## src/rtl/vga_timing_gen.sv

```systemverilog
// ---------------------------------------------------------------------------
// vga_timing_gen
//
// Programmable VGA raster timing generator and pixel output stage. Free-running
// x/y counters walk the full raster (active + porches + sync). During the
// active region, pixels are pulled from an upstream FIFO through a ready/valid
// handshake. All pin-facing outputs are registered, so hsync, vsync, de, RGB
// and frame_start describe the counter position of the previous clock and
// stay mutually aligned.
//
// If the FIFO has no pixel during an active cycle, that pixel is blanked and
// the sticky underflow flag is set. The raster never stalls.
//
// Optional feature: define VGA_UNDERFLOW_CNT_EN to add underflow_cnt, a
// 16-bit saturating count of starved pixels that is cleared only by reset.
//
// Ports:
//   clk           pixel clock
//   reset         asynchronous, active-high reset
//   en            run enable; low forces the raster to (0,0) and idles outputs
//   pixel_data    {b,g,r}, r in the LSBs
//   pixel_valid   upstream pixel available
//   pixel_ready   pixel consumed this cycle (combinational: en && active)
//   r, g, b       registered colour, zero outside active video or on starve
//   hsync, vsync  registered syncs, asserted level set by HSYNC_POL/VSYNC_POL
//   de            registered data-enable
//   frame_start   one-cycle pulse aligned with pixel (0,0) on the outputs
//   x, y          current counter position (unregistered)
//   underflow     sticky starvation flag, cleared at frame_start
//   underflow_cnt saturating starved-pixel count (VGA_UNDERFLOW_CNT_EN only)
// ---------------------------------------------------------------------------
module vga_timing_gen #(
  parameter int COLOR_DEPTH = 4,
  parameter int H_ACTIVE    = 640,
  parameter int H_FP        = 16,
  parameter int H_SYNC      = 96,
  parameter int H_BP        = 48,
  parameter int V_ACTIVE    = 480,
  parameter int V_FP        = 10,
  parameter int V_SYNC      = 2,
  parameter int V_BP        = 33,
  parameter bit HSYNC_POL   = 1'b0,
  parameter bit VSYNC_POL   = 1'b0,
  parameter int CNT_W       = 12
) (
  input  logic                     clk,
  input  logic                     reset,
  input  logic                     en,
  input  logic [3*COLOR_DEPTH-1:0] pixel_data,
  input  logic                     pixel_valid,
  output logic                     pixel_ready,
  output logic [COLOR_DEPTH-1:0]   r,
  output logic [COLOR_DEPTH-1:0]   g,
  output logic [COLOR_DEPTH-1:0]   b,
  output logic                     hsync,
  output logic                     vsync,
  output logic                     de,
  output logic                     frame_start,
  output logic [CNT_W-1:0]         x,
  output logic [CNT_W-1:0]         y,
  output logic                     underflow
`ifdef VGA_UNDERFLOW_CNT_EN
  ,
  output logic [15:0]              underflow_cnt
`endif
);

  localparam int H_TOTAL = H_ACTIVE + H_FP + H_SYNC + H_BP;
  localparam int V_TOTAL = V_ACTIVE + V_FP + V_SYNC + V_BP;

  // Counter-width copies of the raster boundaries, so that every comparison
  // below is done at CNT_W bits.
  localparam logic [CNT_W-1:0] H_LAST     = CNT_W'(H_TOTAL - 1);
  localparam logic [CNT_W-1:0] V_LAST     = CNT_W'(V_TOTAL - 1);
  localparam logic [CNT_W-1:0] H_ACT_END  = CNT_W'(H_ACTIVE);
  localparam logic [CNT_W-1:0] V_ACT_END  = CNT_W'(V_ACTIVE);
  localparam logic [CNT_W-1:0] HS_START   = CNT_W'(H_ACTIVE + H_FP);
  localparam logic [CNT_W-1:0] HS_END     = CNT_W'(H_ACTIVE + H_FP + H_SYNC);
  localparam logic [CNT_W-1:0] VS_START   = CNT_W'(V_ACTIVE + V_FP);
  localparam logic [CNT_W-1:0] VS_END     = CNT_W'(V_ACTIVE + V_FP + V_SYNC);
  localparam logic [CNT_W-1:0] CNT_ONE    = CNT_W'(1);

  logic [CNT_W-1:0]         x_cnt;
  logic [CNT_W-1:0]         y_cnt;
  logic [3*COLOR_DEPTH-1:0] rgb_q;

  logic active;
  logic hs_region;
  logic vs_region;
  logic starved;
  logic xfer;
  logic at_origin;

  // Raster decode on the current counter position.
  assign active    = (x_cnt < H_ACT_END) && (y_cnt < V_ACT_END);
  assign hs_region = (x_cnt >= HS_START) && (x_cnt < HS_END);
  assign vs_region = (y_cnt >= VS_START) && (y_cnt < VS_END);

  assign pixel_ready = en && active;
  assign xfer        = pixel_ready && pixel_valid;
  assign starved     = pixel_ready && !pixel_valid;
  // Used for frame_start and for clearing underflow, so that both line up
  // with pixel (0,0) on the outputs.
  assign at_origin   = en && (x_cnt == '0) && (y_cnt == '0);

  assign x = x_cnt;
  assign y = y_cnt;

  // Raster counters. While en is low they are held at the origin, so the
  // first enabled cycle always starts a fresh frame.
  // NOTE: sequential state uses non-blocking (<=) assignments so every
  // register samples pre-edge values, independent of block ordering.
  always_ff @(posedge clk or posedge reset) begin
    if (reset) begin
      x_cnt <= '0;
      y_cnt <= '0;
    end else if (!en) begin
      x_cnt <= '0;
      y_cnt <= '0;
    end else if (x_cnt == H_LAST) begin
      x_cnt <= '0;
      y_cnt <= (y_cnt == V_LAST) ? '0 : y_cnt + CNT_ONE;
    end else begin
      x_cnt <= x_cnt + CNT_ONE;
    end
  end

  // Output stage: one register delay after the counters, so all outputs share
  // the same latency. With en low, every output falls to its idle level.
  always_ff @(posedge clk or posedge reset) begin
    if (reset) begin
      rgb_q       <= '0;
      hsync       <= ~HSYNC_POL;
      vsync       <= ~VSYNC_POL;
      de          <= 1'b0;
      frame_start <= 1'b0;
      underflow   <= 1'b0;
    end else begin
      rgb_q       <= xfer ? pixel_data : '0;
      hsync       <= (en && hs_region) ? HSYNC_POL : ~HSYNC_POL;
      vsync       <= (en && vs_region) ? VSYNC_POL : ~VSYNC_POL;
      de          <= pixel_ready;
      frame_start <= at_origin;
      // Starvation at the origin takes priority over the frame clear.
      underflow   <= starved || (underflow && !at_origin);
    end
  end

  assign r = rgb_q[COLOR_DEPTH-1:0];
  assign g = rgb_q[2*COLOR_DEPTH-1:COLOR_DEPTH];
  assign b = rgb_q[3*COLOR_DEPTH-1:2*COLOR_DEPTH];

`ifdef VGA_UNDERFLOW_CNT_EN
  always_ff @(posedge clk or posedge reset) begin
    if (reset) begin
      underflow_cnt <= '0;
    end else if (starved && (underflow_cnt != 16'hFFFF)) begin
      underflow_cnt <= underflow_cnt + 16'd1;
    end
  end
`endif

endmodule

```

## config.mk

```make
export PLATFORM = sky130hd
export DESIGN_NAME = vga_timing_gen
export DESIGN_NICKNAME = d
export VERILOG_FILES = /design/src/rtl/vga_timing_gen.sv
export SDC_FILE = /design/constraint.sdc
export NUM_CORES = 1
export LEC_CHECK = 0
export ABC_CLOCK_PERIOD_IN_PS = 2550
export BUFFER_PORTS_ARGS = -buffer_cell sky130_fd_sc_hd__buf_2
export CORE_MARGIN = 4
export CORE_UTILIZATION = 51
export CTS_CLUSTER_DIAMETER = 100
export CTS_CLUSTER_SIZE = 40
export DETAILED_ROUTE_END_ITERATION = 7
export PLACE_DENSITY = 0.86
export SYNTH_ARGS = -nofsm -noshare
export SYNTH_HDL_FRONTEND = slang
export SYNTH_SLANG_ARGS = --single-unit
```

## constraint.sdc

```tcl
create_clock -name clk -period 2.55 [get_ports clk]
set_input_delay 0.1275 -clock clk [delete_from_list [all_inputs] [get_ports clk]]
set_output_delay 0.1275 -clock clk [all_outputs]
set_load 0.02 [all_outputs]
```

==> flow_summary_export.csv, run 1 <==
group,metric,value,unit
yosys,yosysWarnings,0,
cells_and_area,multi_input_area,850.8,sq um
critical_path,critPathKind,"register to register",
global_route,grt_max_degree,28,
critical_path,path_delay_family,"simple AND/OR/NAND/NOR gates",
detailed_routing,vias,1681,
critical_path,crit_path_max_incr_delay,0.58,ns
timing,finalCritPeriodShare,0.9196,
timing,fin_skew,0.008381,ns
detailed_routing,drcViolationCount,0,
placement,pre_cts_slack,0.1910,ns
critical_path,critPathCaptureType,"register",
die,die-area,4884,sq um
global_route,antenna_found_initial,0,
cells_and_area,regArea,1028,sq um
min_path,whs_path_depth,2,
cells_and_area,layout.nets,279,
critical_path,r2r_slack,0.21,ns
placement,placed_area,2315,sq um
cts,cts_root_buf,"clkbuf_8",
timing,clock.fmax,0.4264,GHz
power,p_per_area,491.4,nW/um^2
yosys,syn_nets,216,
yosys,ys_types,38,
detailed_routing,vias_per_cell,5.458,
timing,min_period,2.345,ns
global_route,grt_use_total,0.1816,
cells_and_area,syn2layout_area_growth,23.25,%
critical_path,arrival,2.57,ns
power,ir_worst_vdd,0.4093,mV
global_route,grt.overflow.total,0,
power,leakage,0.001170,uW
cts,cts_tree,"yes",
cells_and_area,final.fill_count,323,
cells_and_area,stdcell_area,2407,sq um
critical_path,crit_buf_inv,0,
yosys,synth_area_per_cell,9.965,sq um
detailed_routing,drtPass1Iterations,4,
yosys,synth_area_leaders,"dfrtp_1 (50%), and2_1 (4.5%), nand3_1 (3.3%), xnor2_1 (3.1%), nor2_1 (2.9%)",
status,status,"complete, no violations",
detailed_routing,wl_met2,1863,um
critical_path,crit_chain,"or4_4, o41a_1, or4_1, a21oi_1",
cts,h-tree-depth,2,
yosys,syn_area,1953,sq um
min_path,min_to,"rgb_q[8]",
placement,dpl.hpwl,3053,um
yosys,synth_top_cell_area_share,0.4997,
min_path,min-delay-path-class,"input port to register",
critical_path,rr_worst_depth,4,
timing,slew_violations,0,
global_route,grt_pass1_vias,1557,
cts,numCtsBuffers,5,
placement,globalplace.congestion,0.8633,
job,maxCapViolCount,0,
global_route,grt_pass1_wl,7134,um
cts,cts_resized,0,
critical_path,r2r_start,"x[10]",
die,ioPinCount,58,
yosys,synth_top_area_cell,"dfrtp_1",
timing,finalHoldViolations,0,
die,placeableCoreArea,3689,sq um
timing,setup_slack,0.2050,ns
timing,hold_ws,0.03326,ns
cts,path_clk_slew,0.08,ns
cells_and_area,fin_util,0.6526,
die,rows,22,
die,die_x,69.89,um
detailed_routing,dr.first_iter.drc_count,87,
detailed_routing,post_drt_wl_per_cell,13.23,um
cts,clkSinkCount,41,
cts,clock_latency,0.29,ns
critical_path,cp_max_fo,12,
critical_path,crit_required,2.77,ns
cells_and_area,n_antenna_cell,0,
die,start_util,0.5295,
detailed_routing,top_layer,"met4",
critical_path,critPathLaunchType,"register",
yosys,ys_seq_area_frac,0.5266,
detailed_routing,m1WireLength,1770,um
detailed_routing,ant_nets,0,
timing,setup_viol,0,
critical_path,cp_slowest_cell,"or4_4",
detailed_routing,wl_met3,384,um
timing,tns,0,ns
die,die_h,69.89,um
timing,rsz0062_at_grt,"no",
yosys,ys_seq_elements,41,
timing,max_slew.worst_pin.slew,0.5025,ns
min_path,hold_start,"pixel_data[8]",
placement,numPortBuffers,57,
critical_path,regToRegEndpoint,"y[9]",
timing,relSlewSlack,0.6619,
detailed_routing,routed_wirelength,4075,um
cells_and_area,layout-drive-gt1-share,0.2962,
cts,clock_path_buffers,2,
critical_path,crit_cells,4,
yosys,synth_cells,196,
worst max path at each step:
stage               startpoint   end
floorplan                x[10]  y[7]
global placement         x[10]  y[7]
CTS                      x[10]  y[7]
global route             x[10]  y[7]
finish                   x[10]  y[9]
detailed placement       x[10]  y[7]
cells in the final DEF, fill, tap and decap left out, types with 3 or more instances in the layout:
cell type  netlist  routed
a21oi_1          8       8
buf_2            2      57
a31oi_1          5       5
ha_1             4       4
and4_1           4       4
nand4_1          5       5
xnor2_1          7       7
dfrtp_1         39      39
nand3_1         13      13
inv_1           10      10
and2_1          14      14
o21ai_0          8       8
nor3_1           3       3
or3_1            6       6
clkbuf_8         0       5
nand2_1         12      12
nor4_1           8       8
nor2_1          15      15
buf_4            0       7
through the flow:
stage | cells | power, uW
floorplan | 196 | 750.3
global placement | 299 | 792.5
detailed placement | 299 | 794.3
CTS | 308 | 1192
global route | 308 | 1233
finish | 308 | 1183
final cells by class:
cell class / instances / area share
Inverter: 10 / 0.01559
Clock buffer: 6 / 0.03015
Multi-Input combinational cell: 136 / 0.3534
Sequential cell: 41 / 0.4272
Clock inverter: 2 / 0.004158
Tap cell: 48 / 0.02495
Timing Repair Buffer: 65 / 0.1445
metal layers:
metal  GRT usage  vias up
met3     0.06906        5
li1            -      826
met1      0.2389      788
met5           0        -
met2      0.2781       62
met4     0.05745        0
kinds of logic after synthesis:
group,share of synthesized area
buffers and inverters,0.03780
and+or+nand+nor,0.2697
AOI/OAI and AO/OA,0.09994
DFF,0.5266
adders and majority gates,0.02563
xor gates and xnor gates,0.04036
Yosys cell counts:
cell	number
nand3b_1	2
or3_1	6
a21oi_1	8
buf_2	2
nor2_1	15
o41a_1	1
xnor2_1	7
nand3_1	13
inv_1	10
nor4_2	1
o21ai_0	8
nor2b_1	1
nand2b_1	2
clkbuf_1	7
nor4_1	8
or4_4	1
nand2_1	12
or2_2	1
nor3_1	3
a311oi_1	1
and4_1	4
xor2_1	2
nor4b_1	1
o31ai_1	2
nand4_1	5
o41ai_2	1
dfrtp_1	39
nor4bb_1	1
and2_1	14
or4_1	2
ha_1	4
o2bb2ai_1	1
a41oi_1	1
and3_1	1
o211ai_1	1
dfstp_2	2
a31oi_1	5
a211oi_1	1
where the power goes:
group | switching (uW) | internal (uW) | leakage, uW
Sequential | 8.90 | 666 | 0.000551
Clock | 212 | 189 | 0.0000450
Combinational | 67.3 | 38.7 | 0.000574
Total | 289 | 894 | 0.00117
sequential cells by signal, summed over array words and instances (netlist names):
| signal | cells |
|---|---|
| frame_start | 1 |
| hsync | 1 |
| x | 12 |
| de | 1 |
| vsync | 1 |
| underflow | 1 |
| y | 12 |
| rgb_q | 12 |
timing repair:
item,in CTS,in global routing
hold buffers,1,0
setup buffers,0,0
endpoints found under the hold margin,14,0
Power figures use the tool's default switching activity.
==> run 2: changes to the inputs <==
Settings changed: ABC_AREA set to 1, CORE_UTILIZATION 51 to 52, PLACE_DENSITY 0.86 to 0.87.
==> run 2 against run 1 <==
Non-clock buffer count decreased by 6. Global-route usage increased by 1.8 points. Core utilization increased by 0.81 points. First-iteration DRC count increased by 91%. Sequential share of layout area decreased by 1.1 points. Critical path type unchanged. Die area increased by 3.5%. Cell count increased by 19%. Total power increased by 1.4%. Largest cell class unchanged. Clock power increased by 4%.
==> flow_summary_export.csv, run 2 <==
group,metric,value,unit
status,status,"complete, no violations",
die,die-area,5053,sq um
timing,tns,0,ns
cells_and_area,mostFrequentLayoutCells,"nand2_1 (60), buf_2 (57), nor2_1 (42)",
detailed_routing,wl_met3,472,um
critical_path,arrival,2.13,ns
job,maxCapViolCount,0,
global_route,grt_pass1_vias,1877,
timing,max_slew.worst_pin.slew,0.6430,ns
placement,dpl.cell_count,358,
die,rows,22,
timing,fin_skew,0.005318,ns
yosys,synth_top_cell_area_share,0.4716,
timing,min_period,1.944,ns
yosys,yosysMostFrequentCell,"nand2_1",
timing,hold_ws,0.02465,ns
detailed_routing,post_drt_wl_per_cell,12.43,um
detailed_routing,routed_wirelength,4560,um
placement,pre_cts_slack,0.6238,ns
yosys,synth_top_area_cell,"dfrtp_1",
cts,clkSinkCount,41,
power,p_per_area,485.1,nW/um^2
timing,finalHoldViolations,0,
detailed_routing,ant_nets,0,
cells_and_area,syn2layout_area_growth,19.53,%
cts,cts_root_buf,"clkbuf_8",
yosys,ys_seq_elements,41,
cells_and_area,fin_cells,367,
timing,finalCritPeriodShare,0.7622,
die,ioPinCount,58,
detailed_routing,drcViolationCount,0,
yosys,ys_top_cells_by_count,"nand2_1 (60), nor2_1 (42), inv_1 (40)",
critical_path,critPathKind,"register to register",
timing,setup_slack,0.6065,ns
critical_path,critPathCaptureType,"register",
critical_path,crit_chain,"ha_1, nand2_1, nor2_2, nand3_2, nand2_1, inv_2, nand2_1, nand2_1",
cells_and_area,final_common_cell,"nand2_1",
global_route,grt_pass1_wl,8031,um
cts,path_clk_slew,0.08,ns
critical_path,cp_max_fo,20,
timing,setup_viol,0,
die,die_x,71.09,um
yosys,synth_area_leaders,"dfrtp_1 (47%), nand2_1 (11%), nor2_1 (7.6%), inv_1 (7.3%), xor2_1 (3.4%)",
global_route,grt_max_degree,42,
cells_and_area,n_antenna_cell,0,
timing,relSlewSlack,0.5703,
yosys,yosysWarnings,0,
yosys,syn_area,2069,sq um
global_route,antenna_found_initial,0,
cts,clock_latency,0.30,ns
yosys,synth_cells,257,
placement,dpl.hpwl,3398,um
yosys,syn_nets,277,
power,ir_worst_vdd,0.3747,mV
timing,slew_violations,0,
min_path,min-delay-path-class,"input port to register",
critical_path,cpMostUsedCell,"nand2_1",
detailed_routing,drtPass1Iterations,4,
cts,cts_setup_buffers,0,
yosys,async_flop_share,1.000,
critical_path,cp_slowest_cell,"nand2_1",
yosys,synth_ff_type,"dfrtp_1",
detailed_routing,vias_per_cell,5.016,
yosys,synth_area_per_cell,8.052,sq um
timing,rsz0062_at_grt,"no",
detailed_routing,top_layer,"met4",
die,placeableCoreArea,3744,sq um
yosys,synth_edf_count,0,
cells_and_area,layout.nets,338,
global_route,grt_use_total,0.1998,
yosys,ys_seq_area_frac,0.4970,
cts,clock_path_buffers,2,
cts,cts_tree,"yes",
yosys,ys_types,28,
detailed_routing,m1WireLength,1916,um
cells_and_area,layout-drive-gt1-share,0.2508,
placement,numPortBuffers,57,
detailed_routing,wl_met2,2078,um
die,die_h,71.09,um
detailed_routing,vias,1841,
die,start_util,0.5528,
cts,numCtsBuffers,5,
critical_path,crit_required,2.73,ns
detailed_routing,dr.first_iter.drc_count,166,
critical_path,critPathLaunchType,"register",
power,leakage,0.001375,uW
critical_path,crit_path_max_incr_delay,0.49,ns
timing,clock.fmax,0.5145,GHz
global_route,grt.overflow.total,0,
placement,globalplace.congestion,0.8665,
cts,h-tree-depth,2,
[run 2: cell count changes after synthesis, moves of 13 or more]
cell     delta
inv_1      +30
nand2_1    +48
nor2_1     +27
and2_1     -13
[run 2: final timing paths]
path / slack (ns) / endpoint / start / cells past startpoint
max in group asynchronous: 1.70 / vsync / reset / 4
min in group asynchronous: 0.49 / rgb_q[5] / reset / 4
max reg2reg: 0.61 / y[7] / x[0] / 8
min reg2reg: 0.51 / underflow / underflow / 2
min: 0.02 / rgb_q[1] / pixel_data[1] / 3
max: 0.61 / y[7] / x[0] / 8
[run 2: metrics by stage]
stage,total power [uW],util,cell area (sq um)
after global placement,792.3,0.6357,2380
final,1200,0.6608,2474
after CTS,1209,0.6608,2474
after detailed placement,796.7,0.6357,2380
after global routing,1259,0.6608,2474
after floorplan,757.8,-,2069
[run 2: timing repair]
| action | in CTS | in global routing |
|---|---|---|
| gates resized for setup | 0 | 0 |
| hold endpoints to repair | 39 | 0 |
| hold buffers | 1 | 0 |
[run 2: kinds of logic after synthesis]
logic type      synth area share
buf+inv                  0.09673
xor+xnor                 0.03386
compound gates           0.04292
simple gates              0.3053
fa+ha+maj                0.02418
flops                     0.4970
[run 2: cell type report]
| class | instances | area [sq um] |
|---|---|---|
| Fill cell | 336 | 1270 |
| Sequential cell | 41 | 1028 |
| Multi-Input combinational cell | 169 | 840.8 |
| Timing Repair Buffer | 59 | 302.8 |
| Inverter | 42 | 157.7 |
| Clock buffer | 7 | 76.32 |
| Tap cell | 48 | 60.06 |
| Clock inverter | 1 | 7.507 |
[run 2: where the power goes]
group | internal (uW) | switching, uW
sequential | 666 | 7.70
combinational | 35.2 | 74.7
clock | 194 | 223
total | 894 | 306
[run 2: per-layer routing]
layer  GRT usage  up-vias
met5           0        -
met4      0.1002        0
met3     0.05966        9
met2      0.3213       78
met1      0.2436      844
li1            -      910
[run 2: critical path: cells and delay by family, from the launching register on]
kind	cells	cell delay [ns]
fa+ha+maj	1	0.20
buf+inv	1	0.18
flops	1	0.41
simple gates	6	1.04
==> run 3: changes to the inputs <==
Settings changed: ABC_CLOCK_PERIOD_IN_PS 2550 to 1800.
Clock period 2.55 ns to 1.8 ns, I/O delays scaled along.
==> run 3 against run 2 <==
Critical path depth is 2 lower. Cell count is 4.1% higher. Non-clock buffer count is 15 higher. Clock skew is 0.0041 ns higher. Sequential power is 42% higher. Via count is 5.2% higher. First-iteration DRC count is 6.6% lower. Setup slack worse by 0.49 ns. Die area stayed put. Critical path type is now register to output port. Highest routed layer unchanged.
==> flow_summary_export.csv, run 3 (synthesized netlist as in run 2, its figures left out) <==
group,metric,value,unit
placement,numPortBuffers,57,
timing,fin_skew,0.009411,ns
critical_path,cp_max_fo,5,
cts,clkSinkCount,41,
power,switchingPower,455.0,uW
cts,numCtsBuffers,5,
critical_path,critPathLaunchType,"register",
global_route,grt.overflow.total,0,
power,pwr-share-seq,0.497,
timing,relSlewSlack,0.6556,
cells_and_area,n_antenna_cell,0,
detailed_routing,drtPass1Iterations,4,
timing,slew_violations,0,
detailed_routing,drcViolationCount,0,
placement,placed_area,2410,sq um
cells_and_area,fin_util,0.7096,
global_route,grt_pass1_vias,1881,
critical_path,cp_slowest_cell,"dfrtp_1",
power,p_per_area,722.7,nW/um^2
global_route,grt_use_total,0.2210,
detailed_routing,dr.first_iter.drc_count,155,
critical_path,path_delay_family,"simple AND/OR/NAND/NOR gates",
job,maxCapViolCount,0,
status,status,"complete, no violations",
cts,path_clk_slew,0.08,ns
placement,dpl.hpwl,3571,um
die,start_util,0.5528,
timing,min_period,1.683,ns
critical_path,crit_buf_inv,2,
cells_and_area,layout-drive-gt1-share,0.2635,
placement,dpl.cell_count,362,
die,die-area,5053,sq um
timing,clock.fmax,0.5942,GHz
cells_and_area,syn2layout_area_growth,28.36,%
detailed_routing,vias_per_cell,5.071,
timing,setup_viol,0,
critical_path,crit_path_max_incr_delay,0.43,ns
cells_and_area,mostFrequentLayoutCells,"nand2_1 (59), buf_2 (57), nor2_1 (41)",
power,leakage,0.001463,uW
critical_path,crit_required,1.71,ns
power,swShare,0.2370,
cells_and_area,stdcell_area,2656,sq um
global_route,grt_max_degree,42,
global_route,grt_pass1_wl,8790,um
critical_path,crit_chain,"nor2_1, nand3_1, nor2_2, nand3_2, inv_2, buf_2",
placement,pre_cts_slack,0.004246,ns
global_route,antenna_found_initial,0,
power,intPower,1465,uW
die,die_x,71.09,um
cts,cts_tree,"yes",
timing,max_slew.worst_pin.slew,0.5166,ns
timing,tns,0,ns
cells_and_area,fin_cells,382,
cts,h-tree-depth,2,
detailed_routing,post_drt_wl_per_cell,13.52,um
cells_and_area,final_common_cell,"nand2_1",
detailed_routing,vias,1937,
placement,globalplace.congestion,0.8566,
cts,clock_path_buffers,2,
cts,clock_latency,0.30,ns
power,combPwrFrac,0.097,
die,die_h,71.09,um
timing,rsz0062_at_grt,"no",
detailed_routing,ant_nets,0,
min_path,min-delay-path-class,"input port to register",
critical_path,arrival,1.59,ns
detailed_routing,routed_wirelength,5163,um
die,rows,22,
critical_path,critPathCaptureType,"output port",
critical_path,critPathKind,"register to output port",
cells_and_area,layout.nets,353,
power,power.share.clock,0.406,
die,ioPinCount,58,
timing,finalCritPeriodShare,0.9350,
timing,setup_slack,0.1170,ns
timing,finalHoldViolations,0,
die,placeableCoreArea,3744,sq um
power,ir_worst_vdd,0.5577,mV
cts,cts_root_buf,"clkbuf_8",
==> run 3: changes by cell type in the layout (fill, tap and decap cells not counted), sizes merged <==
cell         change
clkinvlp         -1
bufinv           +1
dlygate4sd3     +11
buf              +4
==> run 3: through the flow <==
step | hold WS [ns] | power (uW)
after floorplan | 0.1962 | 1074
after global placement | 0.2370 | 1127
after detailed placement | 0.2420 | 1133
after CTS | 0.009942 | 1920
after global routing | 0.02954 | 1987
final | 0.01236 | 1920
==> run 3: cell type report <==
cell class / count / area [sq um]
clock buffer: 7 / 86.33
clock inverter: 1 / 30.03
multi-input combinational: 169 / 850.8
sequential: 41 / 1028
inverter: 42 / 157.7
tap: 48 / 60.06
timing repair buffer: 74 / 442.9
fill: 285 / 1087
==> run 3: worst paths after layout <==
path / startpoint / to / slack [ns] / cells after the start
max: y[10] / pixel_ready / 0.12 / 6
min: pixel_data[4] / rgb_q[4] / 0.01 / 3
max reg2reg: x[0] / y[9] / 0.20 / 8
min reg2reg: x[0] / x[0] / 0.51 / 1
max in group asynchronous: reset / rgb_q[3] / 0.99 / 4
min in group asynchronous: reset / rgb_q[1] / 0.43 / 4
==> run 3: layer usage <==
metal  vias up  wire length (um)  global-route usage
met3        11               528             0.07528
li1        941                 -                   -
met1       896              2046              0.2670
met4         0                98             0.06263
met5         -                 0                   0
met2        89              2489              0.3749
==> run 3: power groups by stage <==
stage	registers, uW	clock network [uW]	logic (uW)
floorplan	1000	0	71.9
global placement	970	0	157
detailed placement	972	0	162
CTS	954	784	182
global route	957	823	208
finish	954	779	187
==> run 3: worst min-delay path: cells and delay by family <==
family,cells,cell delay (ns)
buffers and inverters,2,0.15
and+or+nand+nor,1,0.04
==> run 3: what timing repair did <==
action	in CTS	in global routing
hold buffers	12	0
setup buffers	0	0
hold endpoints to repair	50	0
endpoints found under the setup margin	1	5
resized for setup	1	3
